$ cat src/rtl/dm9000a_bus_access.sv
// DM9000A register access sequencer: index write then data read/write,
// optional post-access delay. Macro DM9000A_DLY_TIMEOUT_EN adds a wait timeout.
module dm9000a_bus_access #(
  parameter int PULSE_CYC   = 2,
  parameter int RECOVER_CYC = 2
) (
  input  logic        iDm9000aClk,
  input  logic        iRst,
  input  logic        iReqValid,
  output logic        oReqReady,
  input  logic        iReqWrite,
  input  logic [7:0]  iReqAddr,
  input  logic [15:0] iReqWdata,
  input  logic [10:0] iReqWait,
  output logic        oRspValid,
  output logic [15:0] oRspRdata,
  output logic        oRspErr,
  output logic        oDmCs_n,
  output logic        oDmCmd,
  output logic        oDmIor_n,
  output logic        oDmIow_n,
  output logic [15:0] oDmDataOut,
  output logic        oDmDataOe,
  input  logic [15:0] iDmDataIn,
  output logic        oDelayRun,
  output logic [10:0] oDelayTime,
  input  logic        iDelayEnd
);

  typedef enum logic [3:0] {
    S_IDLE, S_IDX_SETUP, S_IDX_PULSE, S_IDX_REC,
    S_DAT_SETUP, S_DAT_PULSE, S_DAT_REC, S_WAIT_DLY, S_DONE
  } state_e;

  localparam logic [7:0] P_LAST = 8'(PULSE_CYC - 1);
  localparam logic [7:0] R_LAST = 8'(RECOVER_CYC - 1);

  state_e      state_q, state_d;
  logic [7:0]  cnt_q, cnt_d;
  logic        write_q, write_d;
  logic [7:0]  addr_q, addr_d;
  logic [15:0] wdata_q, wdata_d;
  logic [10:0] wait_q, wait_d;
  logic [15:0] cap_q, cap_d;
  logic        err_d;

  logic        ready_q, ready_d;
  logic        rspv_q, rspv_d;
  logic [15:0] rdata_q, rdata_d;
  logic        rerr_q;
  logic        cs_n_q, cs_n_d;
  logic        cmd_q, cmd_d;
  logic        ior_n_q, ior_n_d;
  logic        iow_n_q, iow_n_d;
  logic [15:0] dout_q, dout_d;
  logic        oe_q, oe_d;
  logic        run_q, run_d;
  logic [10:0] time_q, time_d;

`ifdef DM9000A_DLY_TIMEOUT_EN
  logic [11:0] tcnt_q, tcnt_d;
  logic        tmo;
  assign tmo = (tcnt_q == ({1'b0, wait_q} + 12'd3));
  assign tcnt_d = (state_q == S_WAIT_DLY) ? tcnt_q + 12'd1 : 12'd0;
  // Wait-phase timeout counter, cleared outside WAIT_DLY
  always_ff @(posedge iDm9000aClk) begin
    if (iRst) tcnt_q <= '0;
    else      tcnt_q <= tcnt_d;
  end
`else
  logic tmo;
  assign tmo = 1'b0;
`endif

  // Next-state, request latching and read capture
  always_comb begin
    state_d = state_q;
    cnt_d   = cnt_q;
    write_d = write_q;
    addr_d  = addr_q;
    wdata_d = wdata_q;
    wait_d  = wait_q;
    cap_d   = cap_q;
    err_d   = 1'b0;
    unique case (state_q)
      S_IDLE: if (iReqValid) begin
        write_d = iReqWrite;
        addr_d  = iReqAddr;
        wdata_d = iReqWdata;
        wait_d  = iReqWait;
        cap_d   = '0;
        cnt_d   = '0;
        state_d = S_IDX_SETUP;
      end
      S_IDX_SETUP: begin
        cnt_d   = '0;
        state_d = S_IDX_PULSE;
      end
      S_IDX_PULSE: begin
        cnt_d = cnt_q + 8'd1;
        if (cnt_q == P_LAST) begin
          cnt_d   = '0;
          state_d = S_IDX_REC;
        end
      end
      S_IDX_REC: begin
        cnt_d = cnt_q + 8'd1;
        if (cnt_q == R_LAST) begin
          cnt_d   = '0;
          state_d = S_DAT_SETUP;
        end
      end
      S_DAT_SETUP: begin
        cnt_d   = '0;
        state_d = S_DAT_PULSE;
      end
      S_DAT_PULSE: begin
        cnt_d = cnt_q + 8'd1;
        if (cnt_q == P_LAST) begin
          if (!write_q) cap_d = iDmDataIn;
          cnt_d   = '0;
          state_d = S_DAT_REC;
        end
      end
      S_DAT_REC: begin
        cnt_d = cnt_q + 8'd1;
        if (cnt_q == R_LAST) begin
          cnt_d   = '0;
          state_d = (wait_q != '0) ? S_WAIT_DLY : S_DONE;
        end
      end
      S_WAIT_DLY: begin
        if (iDelayEnd) begin
          state_d = S_DONE;
        end else if (tmo) begin
          err_d   = 1'b1;
          state_d = S_DONE;
        end
      end
      S_DONE:  state_d = S_IDLE;
      default: state_d = S_IDLE;
    endcase
  end

  // Output decode from the next state so every pin is a flop
  always_comb begin
    ready_d = 1'b0;
    rspv_d  = 1'b0;
    rdata_d = '0;
    cs_n_d  = 1'b1;
    cmd_d   = 1'b0;
    ior_n_d = 1'b1;
    iow_n_d = 1'b1;
    dout_d  = '0;
    oe_d    = 1'b0;
    run_d   = 1'b0;
    time_d  = '0;
    unique case (state_d)
      S_IDLE: ready_d = 1'b1;
      S_IDX_SETUP, S_IDX_PULSE, S_IDX_REC: begin
        cs_n_d  = 1'b0;
        dout_d  = {8'h00, addr_d};
        oe_d    = 1'b1;
        iow_n_d = (state_d != S_IDX_PULSE);
      end
      S_DAT_SETUP, S_DAT_PULSE, S_DAT_REC: begin
        cs_n_d = 1'b0;
        cmd_d  = 1'b1;
        dout_d = write_d ? wdata_d : 16'h0000;
        oe_d   = write_d;
        if (state_d == S_DAT_PULSE) begin
          iow_n_d = !write_d;
          ior_n_d = write_d;
        end
      end
      S_WAIT_DLY: begin
        run_d  = 1'b1;
        time_d = wait_d;
      end
      S_DONE: begin
        rspv_d  = 1'b1;
        rdata_d = write_d ? 16'h0000 : cap_d;
      end
      default: ready_d = 1'b0;
    endcase
  end

  // State, latched request and registered outputs
  always_ff @(posedge iDm9000aClk) begin
    if (iRst) begin
      state_q <= S_IDLE;
      cnt_q   <= '0;
      write_q <= 1'b0;
      addr_q  <= '0;
      wdata_q <= '0;
      wait_q  <= '0;
      cap_q   <= '0;
      ready_q <= 1'b1;
      rspv_q  <= 1'b0;
      rdata_q <= '0;
      rerr_q  <= 1'b0;
      cs_n_q  <= 1'b1;
      cmd_q   <= 1'b0;
      ior_n_q <= 1'b1;
      iow_n_q <= 1'b1;
      dout_q  <= '0;
      oe_q    <= 1'b0;
      run_q   <= 1'b0;
      time_q  <= '0;
    end else begin
      state_q <= state_d;
      cnt_q   <= cnt_d;
      write_q <= write_d;
      addr_q  <= addr_d;
      wdata_q <= wdata_d;
      wait_q  <= wait_d;
      cap_q   <= cap_d;
      ready_q <= ready_d;
      rspv_q  <= rspv_d;
      rdata_q <= rdata_d;
      rerr_q  <= err_d;
      cs_n_q  <= cs_n_d;
      cmd_q   <= cmd_d;
      ior_n_q <= ior_n_d;
      iow_n_q <= iow_n_d;
      dout_q  <= dout_d;
      oe_q    <= oe_d;
      run_q   <= run_d;
      time_q  <= time_d;
    end
  end

  assign oReqReady  = ready_q;
  assign oRspValid  = rspv_q;
  assign oRspRdata  = rdata_q;
  assign oRspErr    = rerr_q;
  assign oDmCs_n    = cs_n_q;
  assign oDmCmd     = cmd_q;
  assign oDmIor_n   = ior_n_q;
  assign oDmIow_n   = iow_n_q;
  assign oDmDataOut = dout_q;
  assign oDmDataOe  = oe_q;
  assign oDelayRun  = run_q;
  assign oDelayTime = time_q;

endmodule
$ cat config.mk
export PLATFORM = sky130hd
export DESIGN_NAME = dm9000a_bus_access
export DESIGN_NICKNAME = d
export VERILOG_FILES = /design/src/rtl/dm9000a_bus_access.sv
export SDC_FILE = /design/constraint.sdc
export NUM_CORES = 1
export LEC_CHECK = 0
export CAP_MARGIN = 20
export CORE_ASPECT_RATIO = 1.4
export CORE_MARGIN = 2
export CORE_UTILIZATION = 50
export CTS_CLUSTER_DIAMETER = 200
export DETAILED_ROUTE_END_ITERATION = 8
export PLACE_DENSITY = 0.81
export RECOVER_POWER = 100
export SYNTH_ARGS = -nofsm -noshare
export SYNTH_HDL_FRONTEND = slang
export SYNTH_SLANG_ARGS = --single-unit
$ cat constraint.sdc
create_clock -name iDm9000aClk -period 5 [get_ports iDm9000aClk]
set_clock_uncertainty 0.1 [all_clocks]
set_input_delay 0.75 -clock iDm9000aClk [delete_from_list [all_inputs] [get_ports iDm9000aClk]]
set_output_delay 0.75 -clock iDm9000aClk [all_outputs]
set_load 0.1 [all_outputs]
Word-level counts from Yosys, hierarchy flattened
Cells that the tools add are included.
Storage, ports and cells
  logic and storage cells: 88
  bits of input ports: 56
  register bits: 115
Operators by class
  add/subtract/negate cells: 1
  equality and inequality tests: 18
  bitwise logic cells: 4
  muxes and demuxes: 33
  reduce and logical (&&, ||, !) cells: 14
Operator list (count)
  two-way mux 16 bit: 6
  one-hot mux 16 bit (2 select lines): 2
  == test 4 x 3 -> 1 bit, second input constant: 8
  two-way mux 8 bit: 4
  one-hot mux 4 bit (8 select lines): 1
  two-way mux 4 bit: 7
  one-hot mux 8 bit (3 select lines): 1
  two-way mux 11 bit: 2
  == test 4 x 2 -> 1 bit, second input constant: 4
  OR reduction 3 bit: 4
  nonzero test 11 bit: 1
  adder 8 x 1 -> 8 bit, second input constant: 1
  == test 4 x 1 -> 1 bit, second input constant: 2
  == test 8 x 1 -> 1 bit, second input constant: 1
  zero test 4 bit: 2
  two-way mux 1 bit: 8
  OR reduction 6 bit: 1
  == test 4 bit, second input constant: 1
  inequality test 4 x 2 -> 1 bit, second input constant: 1
  NOT 1 bit: 4
  one-hot mux 1 bit (2 select lines): 2
  OR reduction 2 bit: 2
  OR reduction 4 bit: 1
  nonzero test 3 bit: 1
  other kinds (3): 3

Depth between registers and ports, before layout
  depth in word-level cells: 8
  mapped depth: 9
  depth with buffers taken out: 8

Least setup slack after synthesis
No wires, ideal clock.
  path kind: register to register
  from: register cnt_q[0]
  to: register dout_q[0], in the netlist oDmDataOut[0]
  cell stages (with the launch flop): 8
  buffers on the path: 0
  library setup time: 88 ps
  slack: 2738 ps
  required time: 4812 ps
  arrival time: 2074 ps
  cells stage by stage: dfxtp_1 ha_1 or4b_4 nor4_4 a2111oi_4 nor2_2 nand3_1 a311oi_2
On the way
  cells in the longest elaborated chain, start to end: 6
  elaborated cells between the ends (all ways): 15
  classes of those cells: eq/ne (7); mux (6); reduce/logical (2)
RTL lines
  start: declaration: line 39  | logic [7:0] cnt_q, cnt_d;
  start signal: assignment: line 212  | cnt_q <= cnt_d;
  == test 8 x 1 -> 1 bit *
  two-way mux 4 bit, on equally long branches
  one-hot mux 4 bit (8 select lines) *: line 85  | unique case (state_q)
  == test 4 x 3 -> 1 bit, or another cell as far along: line 158  | unique case (state_d)
  OR reduction 3 bit
  one-hot mux 16 bit (2 select lines) *: line 158
  end signal: assignment: line 226  | dout_q <= dout_d;
  end: declaration: line 55  | logic [15:0] dout_q, dout_d;
Every way passes the cells marked *; elsewhere a longest branch is shown, timed or not.
A chain may end at the register's enable or synchronous reset.

Final worst setup path
  from: register wait_q[0]
  to: register dout_q[2], in the netlist oDmDataOut[2]
On the way
  cells in the longest elaborated chain, start to end: 7
  elaborated cells between the ends (all ways): 13
  classes of those cells: eq/ne (6); mux (4); reduce/logical (3)
RTL lines
  start: declaration: line 43  | logic [10:0] wait_q, wait_d;
  start signal: assignment: line 216  | wait_q <= wait_d;
  nonzero test 11 bit *: line 129  | state_d = (wait_q != '0) ? S_WAIT_DLY : S_DONE;
  two-way mux 4 bit *: line 129
  two-way mux 4 bit *: line 127  | if (cnt_q == R_LAST) begin
  one-hot mux 4 bit (8 select lines) *: line 85
  == test 4 x 3 -> 1 bit, or another cell as far along: line 158
  OR reduction 3 bit
  one-hot mux 16 bit (2 select lines) *: line 158
Marks and branches as above.

==> reports/results.ini <==
[run_status]
status=complete, but fails checks
failed_checks=max-capacitance violations, max-slew violations

[setup_path]
cp-end-kind=flip-flop
worstSetupStartpointType=flip-flop
timing.reg2reg.worst_path_depth=6
worstPathArrival_ns=4.01
worst_path_required_time_ns=5.20
timing.setup.critical_path_class=reg2reg
r2r_setup_slack_ns=1.19
maximum_fanout_along_the_worst_path=11

[pwr]
switching_pwr_mw=1.164
power.combinational.fraction=0.305
power_mw=3.362
cell_pwr_density_nw_per_um2=553.2
maximum_ir_drop_on_the_vdd_rail_mv=0.3767
pwr-share-seq=0.323
p_int_mw=2.198
switching_share=0.3462
leakage_component_of_the_power_nw=2.580
clock_power_share=0.373

[timing]
grt_setup_unrepaired=no
worst_slew_pin_tran_ns=1.658
layout_min_cycle_time_ns=3.812
hold_vio_cnt_final=0
postLayoutSetupSlackWorst_ns=1.188
timing.final.crit_share=0.7624
setup_viol=0
total_negative_setup_slack_ns=0
final-max-slew-violation-count=42
fmax_ghz=0.2623
max_slew_margin=-0.1140

[synth]
mux_share_of_post_synthesis_cell_area=0.08369
mappedNetlistArea_um2=4425
ys.warnings.count=0
seq_area_frac_synth=0.5202
postSynthCellCount=459
synth_compound_gate_area_share=0.09245
syn_area_per_cell_um2=9.642
syn-num-nets=517
synth_cell_type_count=56
adder_and_majority_gate_portion_of_the_synthesized_area=0.005655
synth_largest_type_area_fraction=0.5202
synth_commonest_cells=dfxtp_1 (115), nor2_1 (93), mux2i_1 (28), a21oi_1 (23), nand3_1 (20)
synth-seq-cells=115
synth.most_common_cell=dfxtp_1
simple_gate_fraction_of_synth_area=0.2485
synthXorXnorAreaFrac=0.01583
synthTopCellsByArea=dfxtp_1 (52%), nor2_1 (7.9%), mux2i_1 (6.3%)
postSynth.topFlopCell=dfxtp_1
largest_family_of_logic_cells_by_synthesized_area=simple AND/OR/NAND/NOR gates
post-synth-top-area-cell=dfxtp_1
synth-edff-count=0
async_reset_ff_frac=0

[floorplanning]
vertical_die_dimension_um=115.3
io-pin-count=108
floorplan.rows=40
core_region_area_um2=8608
floorplan.die_area_um2=9630
die_width_um=83.51
floorplan.initialDensity=0.5141

[global_route]
grt_antenna_before_repair=0
grt_remaining_overflow=0
grt_max_degree=65
grt_pass1_wl_mm=17.68
number_of_global_route_vias_before_repair=3667
global_route_usage_over_all_layers=0.2346

[clocking]
hold_buffers=0
worst_skew_pair.late_latency_ns=0.41
cts_resized=0
cts.root.buffer_cell=clkbuf_16
cts_setup_buffers=0
cts_sinks=115
clock_tree.buffer_depth=2
h-tree-depth=4
cts_made_buffers=17
clk_pin_slew_ns=0.05
tritoncts_clock_tree=done

[route]
drc=0
avgViaCountPerCell=5.458
wirelength_mm=10.89
wl_per_cell_um=16.09
routed-via-count=3695
dr.first_iter.drc_count=189
first_pass_iters=4
detail-route-antenna-nets=0

[layout]
final_nets=617
area_growth_syn_to_layout_pct=37.35
n_antenna_cell=0
layout-drive-gt1-share=0.08042
final_area_um2=6078
layout.filler_cells=673

[placement]
port_buffers=106
dpl-instance-area_um2=5527
hpwlAfterDp_mm=7.212
gpl.final_weighted_congestion=0.9047
worst_setup_slack_post_dpl_ns=1.683

[worst_hold_path]
hold_path_class=reg2reg
min_path_cells=2

[job]
maxCapViolCount=2

==> per-stage QoR <==
stage | instances | hold WS, ns | utilization
2_1_floorplan | 459 | 0.3594 | -
3_3_place_gp | 645 | 0.3705 | 0.6420
3_5_place_dp | 645 | 0.3829 | 0.6420
4_1_cts | 677 | 0.3988 | 0.7140
5_1_grt | 677 | 0.4420 | 0.7061
6_report | 677 | 0.3971 | 0.7061
==> state kept, by name (all words and copies together), names as in the netlist, 4 cells and up <==
name / cells
cap_q: 16
oDmDataOut: 16
oRspRdata: 16
wdata_q: 16
oDelayTime: 11
wait_q: 11
addr_q: 8
cnt_q: 8
state_q: 4
==> critical path: stages, from the launching register on <==
cell and delay, ns:
dfxtp_1 0.31, nor4_1 0.48, nand3_1 0.32, a2111oi_0 1.17, a21boi_1 0.89, nand3_1 0.15, a311oi_1 0.29
==> power by group through the flow <==
stage | clock network [mW] | logic [mW] | registers, mW
after floorplan | 0 | 0.604 | 1.32
after global placement | 0 | 1.05 | 1.10
after detailed placement | 0 | 1.06 | 1.10
after CTS | 1.27 | 1.07 | 1.09
after global routing | 1.32 | 1.09 | 1.10
final | 1.25 | 1.02 | 1.09
==> cell families (layout without fill, tap and decap cells) <==
group / Yosys count / in the layout
and+or+nand+nor: 212 / 212
DFF: 115 / 115
AOI/OAI and AO/OA: 51 / 51
muxes: 36 / 36
buffers and inverters: 34 / 147
xor gates and xnor gates: 8 / 8
adders and majority gates: 2 / 2
other: 1 / 1
==> final timing paths <==
path / to / from
worst max-delay path: oDmDataOut[2] / wait_q[0]
worst min-delay path: wdata_q[13] / wdata_q[13]
worst max register to register: oDmDataOut[2] / wait_q[0]
worst min register to register: wdata_q[13] / wdata_q[13]
==> final cells by class <==
cell class | count | area [um2] | share of cell area
clock buffers | 22 | 464.2 | 0.07637
inverters | 6 | 22.52 | 0.003705
multi-input cells | 310 | 1932 | 0.3178
flip-flops and latches | 115 | 2302 | 0.3788
clock inverters | 10 | 155.1 | 0.02552
well taps | 105 | 131.4 | 0.02161
repair buffers | 109 | 1071 | 0.1762
==> placed cells by master, fill, tap and decap left out, drive strengths merged, types with 5 or more instances in the layout <==
| master | instances |
|---|---|
| dfxtp | 115 |
| nor2 | 95 |
| clkdlybuf4s50 | 53 |
| dlygate4sd3 | 52 |
| mux2i | 28 |
| a21oi | 24 |
| clkbuf | 24 |
| nand3 | 20 |
| and3 | 18 |
| nor3 | 14 |
| nor2b | 13 |
| or3 | 11 |
| nand2 | 11 |
| nand4 | 8 |
| mux2 | 8 |
| a311oi | 8 |
| inv | 5 |
| nor4 | 5 |
| clkinv | 5 |
==> layer usage <==
metal	global-route usage	wire length [um]	part of all wire
met1	0.2747	4411	0.40
met5	0	0	0
met3	0.06174	557	0.051
met2	0.3892	5640	0.52
met4	0.1387	283	0.026
Power figures use the tool's default switching activity.
==> RTL edit 1 (same settings) <==
Add a define of `DM9000A_DLY_TIMEOUT_EN`.
--- a/src/rtl/dm9000a_bus_access.sv
+++ b/src/rtl/dm9000a_bus_access.sv
@@ -1,4 +1,6 @@
 // DM9000A register access sequencer: index write then data read/write,
 // optional post-access delay. Macro DM9000A_DLY_TIMEOUT_EN adds a wait timeout.
+`define DM9000A_DLY_TIMEOUT_EN
+
 module dm9000a_bus_access #(
   parameter int PULSE_CYC   = 2,
Formal check against the unedited RTL: same outputs for any inputs over 10 cycles, from zero or initial values and one cycle with iRst high; that may be too few to reach the edited logic, so the function may still have changed.
==> RTL edit 1 against the unedited design <==
Design area increased by 12%; final cell count increased by 15%; global-route usage decreased by 0.32 points; first-iteration DRC count increased by 96%; critical path type unchanged; highest routed layer unchanged; routed wire length increased by 12%; worst setup slack improved by 0.23 ns; synthesized area increased by 13%; sequential cell count increased by 13.
Power is not compared: it rests on default switching activity, and its combinational part moved more than twofold at a synthesized area within 25%.
==> RTL edit 1: results (changes against the unedited design) <==
Outcome
  – Status: complete, no violations

Critical path
  – Critical Path Start: cnt_q[0]
  – Critical Path AT: 3.74 ns (-0.27 ns)
  – FF-to-FF path depth: 8 (+2)

Clock tree
  – Setup repair bufs after CTS: 0 (unchanged)
  – Clock latency on the worst-skew pair: 0.41 ns (about the same)
  – Clock buffer depth: 2 (unchanged)

Timing
  – Tightest Pin Transition: 1.10 ns (-0.558 ns)

Placed design
  – Post-Place Worst Slack: 1.59 ns (-0.0914 ns)
  – Port Buffers: 107 (+0.94%)
  – Post-DP Area: 6110 sq um (+11%)
  – Cells after DPL: 746 (+16%)
  – Routability cong.: 0.862 (-4.7%)
  – Detailed Place HPWL: 8190 um (+14%)

Global route
  – Gr usage total: 23.1% (-0.32 points)
  – Initial antenna violation count: 0 (unchanged)
  – Global-route wire length before repair: 19600 um (+11%)
  – Largest net degree at the start of global routing: 53 (-18%)

Pwr
  – Clock net power: 1.42 mW
  – Total Power: 2.90 mW
  – Psw: 0.719 mW

Logic synthesis
  – Seq/Total Area, Yosys: 51.3% (-0.77 points)
  – Synth top area cells: dfxtp_1 51%, nor2_1 7.5%, mux2i_1 7.2%
  – Netlist cell types: 56 (unchanged)
  – Synthesized Nets: 597 (+15%)
  – Most frequent cell after synthesis: dfxtp_1
  – Post-synthesis instance total: 536 (+17%)
  – Synth cell count leaders: 128 x dfxtp_1, 100 x nor2_1, 36 x mux2i_1, 26 x clkbuf_1

Hold path
  – Hold path startpoint: wdata_q[9]
  – HP Class: flop to flop
  – Hold path depth: 2 (unchanged)

Routing
  – Vias per cell: 5.46 (about the same)
  – Drt pass-1 iters: 6 (+2)
  – Routed Antenna Nets: 0 (unchanged)
  – Vias: 4245 (+15%)
  – DRT iter0 DRCs: 371 (+96%)
  – Final WL: 12200 um (+12%)

Finish
  – Fillcell total: 742 (+10%)
  – Register area: 2560 sq um (+11%)
  – NumNets Final: 691 (+12%)
  – Share of cells above drive strength 1: 6.84% (-1.2 points)
RTL edit 1: cell count changes after synthesis, sizes merged, moves of 10 or more:
cell    before  now
nor3        14   25
dfxtp      115  128
xnor2        4   16
nand3       20    9
clkbuf      16   26
xor2         4   17
nand2       11   24
RTL edit 1: critical path, cell delays in order (launching register included):
cell and delay [ns]:
dfxtp_1 0.42, ha_1 0.17, nor4b_1 0.57, and2_0 0.52
a21o_1 0.20, nand2_1 0.07, or3_1 0.40, a31oi_1 0.77
o31ai_1 0.19
RTL edit 1: layout make-up:
cell class	instances	share of cell area, %
Inverter	8	0.442
Timing Repair Buffer	111	16.1
Tap cell	135	2.49
Multi-Input combinational cell	364	33.1
Clock buffer	20	6.87
Clock inverter	12	3.33
Sequential cell	128	37.7
RTL edit 1: path summary, 6_finish.rpt:
| path | end | slack (ns) |
|---|---|---|
| worst min register to register | wdata_q[9] | 0.40 |
| worst max-delay path | oDmDataOut[5] | 1.42 |
| worst min-delay path | wdata_q[9] | 0.40 |
| worst max register to register | oDmDataOut[5] | 1.42 |
RTL edit 1: kinds of logic (layout without fill, tap and decap cells):
group | count (synthesis) | in the layout | share of synthesized area, %
AOI/OAI and AO/OA | 69 | 69 | 9.11
adders and majority gates | 5 | 5 | 1.25
buffers and inverters | 44 | 151 | 3.80
xor gates and xnor gates | 33 | 33 | 5.78
DFF | 128 | 128 | 51.3
muxes | 37 | 37 | 7.43
and+or+nand+nor | 220 | 220 | 21.4
RTL edit 1: layer usage:
metal	track usage, %	vias to the layer above	part of all wire [%]
met5	0	-	0
met4	10.4	0	2.8
met1	25.7	2000	39
li1	-	2040	-
met2	41.3	168	54
met3	5.25	37	5.0
==> RTL edit 2 (same settings) <==
Without the edit above. The output `oRspErr` loses its register stage (`rerr_q` becomes a continuous assignment).
--- a/src/rtl/dm9000a_bus_access.sv
+++ b/src/rtl/dm9000a_bus_access.sv
@@ -199,5 +199,4 @@
       rspv_q  <= 1'b0;
       rdata_q <= '0;
-      rerr_q  <= 1'b0;
       cs_n_q  <= 1'b1;
       cmd_q   <= 1'b0;
@@ -219,5 +218,4 @@
       rspv_q  <= rspv_d;
       rdata_q <= rdata_d;
-      rerr_q  <= err_d;
       cs_n_q  <= cs_n_d;
       cmd_q   <= cmd_d;
@@ -230,4 +228,6 @@
     end
   end
+
+  assign rerr_q = err_d;
 
   assign oReqReady  = ready_q;
Formal check against the unedited RTL: equivalent (equiv_simple and equiv_induct, registers matched by name and starting in step).
==> RTL edit 2 against the unedited design <==
The flow now finishes without violations; first-iteration DRC count is 17% lower; synthesized cell count is 5.9% lower; highest routed layer unchanged; routed wire length is 14% lower; sequential cell count stayed put; synthesized area is 5.0% lower; design area is 5.0% lower; worst setup slack better by 0.47 ns; non-clock buffer count is 1 higher.
Power is not compared: it rests on default switching activity, and its combinational part moved more than twofold at a synthesized area within 25%.
==> RTL edit 2: results (changes against the unedited design) <==
Pwr
  – Psw: 0.685 mW

Critical path
  – Critical path's slowest cell: a31oi_1
  – CP max FO: 10 (-1)
  – Critical Path Start: cnt_q[0]
  – Reg2Reg Setup Slack: 1.65 ns (+0.47 ns)
  – FF-to-FF path depth: 7 (+1)
  – Crit path max-delay family: simple AND/OR/NAND/NOR gates
  – Crit-path max cell delay: 0.67 ns (-0.50 ns)
  – Worst setup path end: oDmDataOut[4]

Timing
  – Highest clock rate: 0.299 GHz (+14%)
  – Final Hold Slack: 0.397 ns (+0.000185 ns)
  – Tightest Pin Transition: 1.28 ns (-0.375 ns)

Routing
  – Met3 WL: 597 um (+7.2%)
  – Routed len/inst: 14.5 um (-9.9%)
  – DRT iter0 DRCs: 156 (-17%)
  – Metal-1 WL: 3740 um (-15%)
  – Wire length on met2: 4860 um (-14%)
  – Vias per cell: 5.11 (-6.4%)

Logic synthesis
  – Post-synthesis instance total: 432 (-5.9%)
  – Seq/Total Area, Yosys: 54.8% (+2.7 points)
  – Post-Synth Adder-Cell Area: 0.595% (+0.030 points)
  – Netlist cell types: 55 (-1.8%)
  – Synthesized Nets: 490 (-5.2%)
  – XOR/XNOR share of the synthesized area: 1.67% (+0.083 points)
  – Mux share of post-synthesis cell area: 8.33% (-0.035 points)
  – Synth Area in Compound Gates: 10.1% (+0.87 points)
  – Synth top area cells: dfxtp_1 55%, nor2_1 10%, mux2i_1 8.3%
  – Synth cell count leaders: 115 x dfxtp_1, 114 x nor2_1, 35 x mux2i_1, 25 x nand2_1, 18 x a21oi_1

Placed design
  – Post-Place Worst Slack: 2.16 ns (+0.482 ns)
  – Routability cong.: 0.820 (-9.4%)
  – Detailed Place HPWL: 6280 um (-13%)
  – Post-DP Area: 5240 sq um (-5.1%)
  – Cells after DPL: 616 (-4.5%)

Global route
  – GR Layer Usage met3: 8.84% (+2.7 points)
  – Global-route wire length before repair: 15100 um (-14%)
  – Gr usage total: 21.9% (-1.6 points)
  – Met2 Use GR: 36.6% (-2.3 points)
  – Grt met1 use: 23.7% (-3.8 points)
  – Vias in the first global route: 3240 (-12%)

Finish
  – Share of cells above drive strength 1: 8.41% (+0.37 points)
  – NumNets Final: 592 (-4.1%)
  – Finished Layout Cells: 649 (-4.1%)

Clock tree
  – TritonCTS Buffers: 17 (unchanged)

Outcome
  – Status: complete, no violations
==> RTL edit 2: cell count changes after synthesis, moves of 11 or more <==
cell	before	now
nand3_1	20	6
nand2_1	9	25
nor2_1	93	114
buf_2	11	0
and3_1	18	3
nor2b_1	13	0
==> RTL edit 2: power by group through the flow <==
stage | sequential [mW] | clock [mW] | combinational [mW]
final | 0.983 | 1.17 | 0.354
after global routing | 0.987 | 1.23 | 0.378
after CTS | 0.983 | 1.18 | 0.371
after detailed placement | 1.00 | 0 | 0.367
after global placement | 1.00 | 0 | 0.362
after floorplan | 1.08 | 0 | 0.194
==> RTL edit 2: layout make-up <==
class                      count  area, sq um
fill                         598         2370
sequential                   115         2300
multi-input combinational    282         1650
timing repair buffer         110         1090
clock buffer                  17          425
clock inverter                15          158
tap                          102          128
inverter                       8         30.0
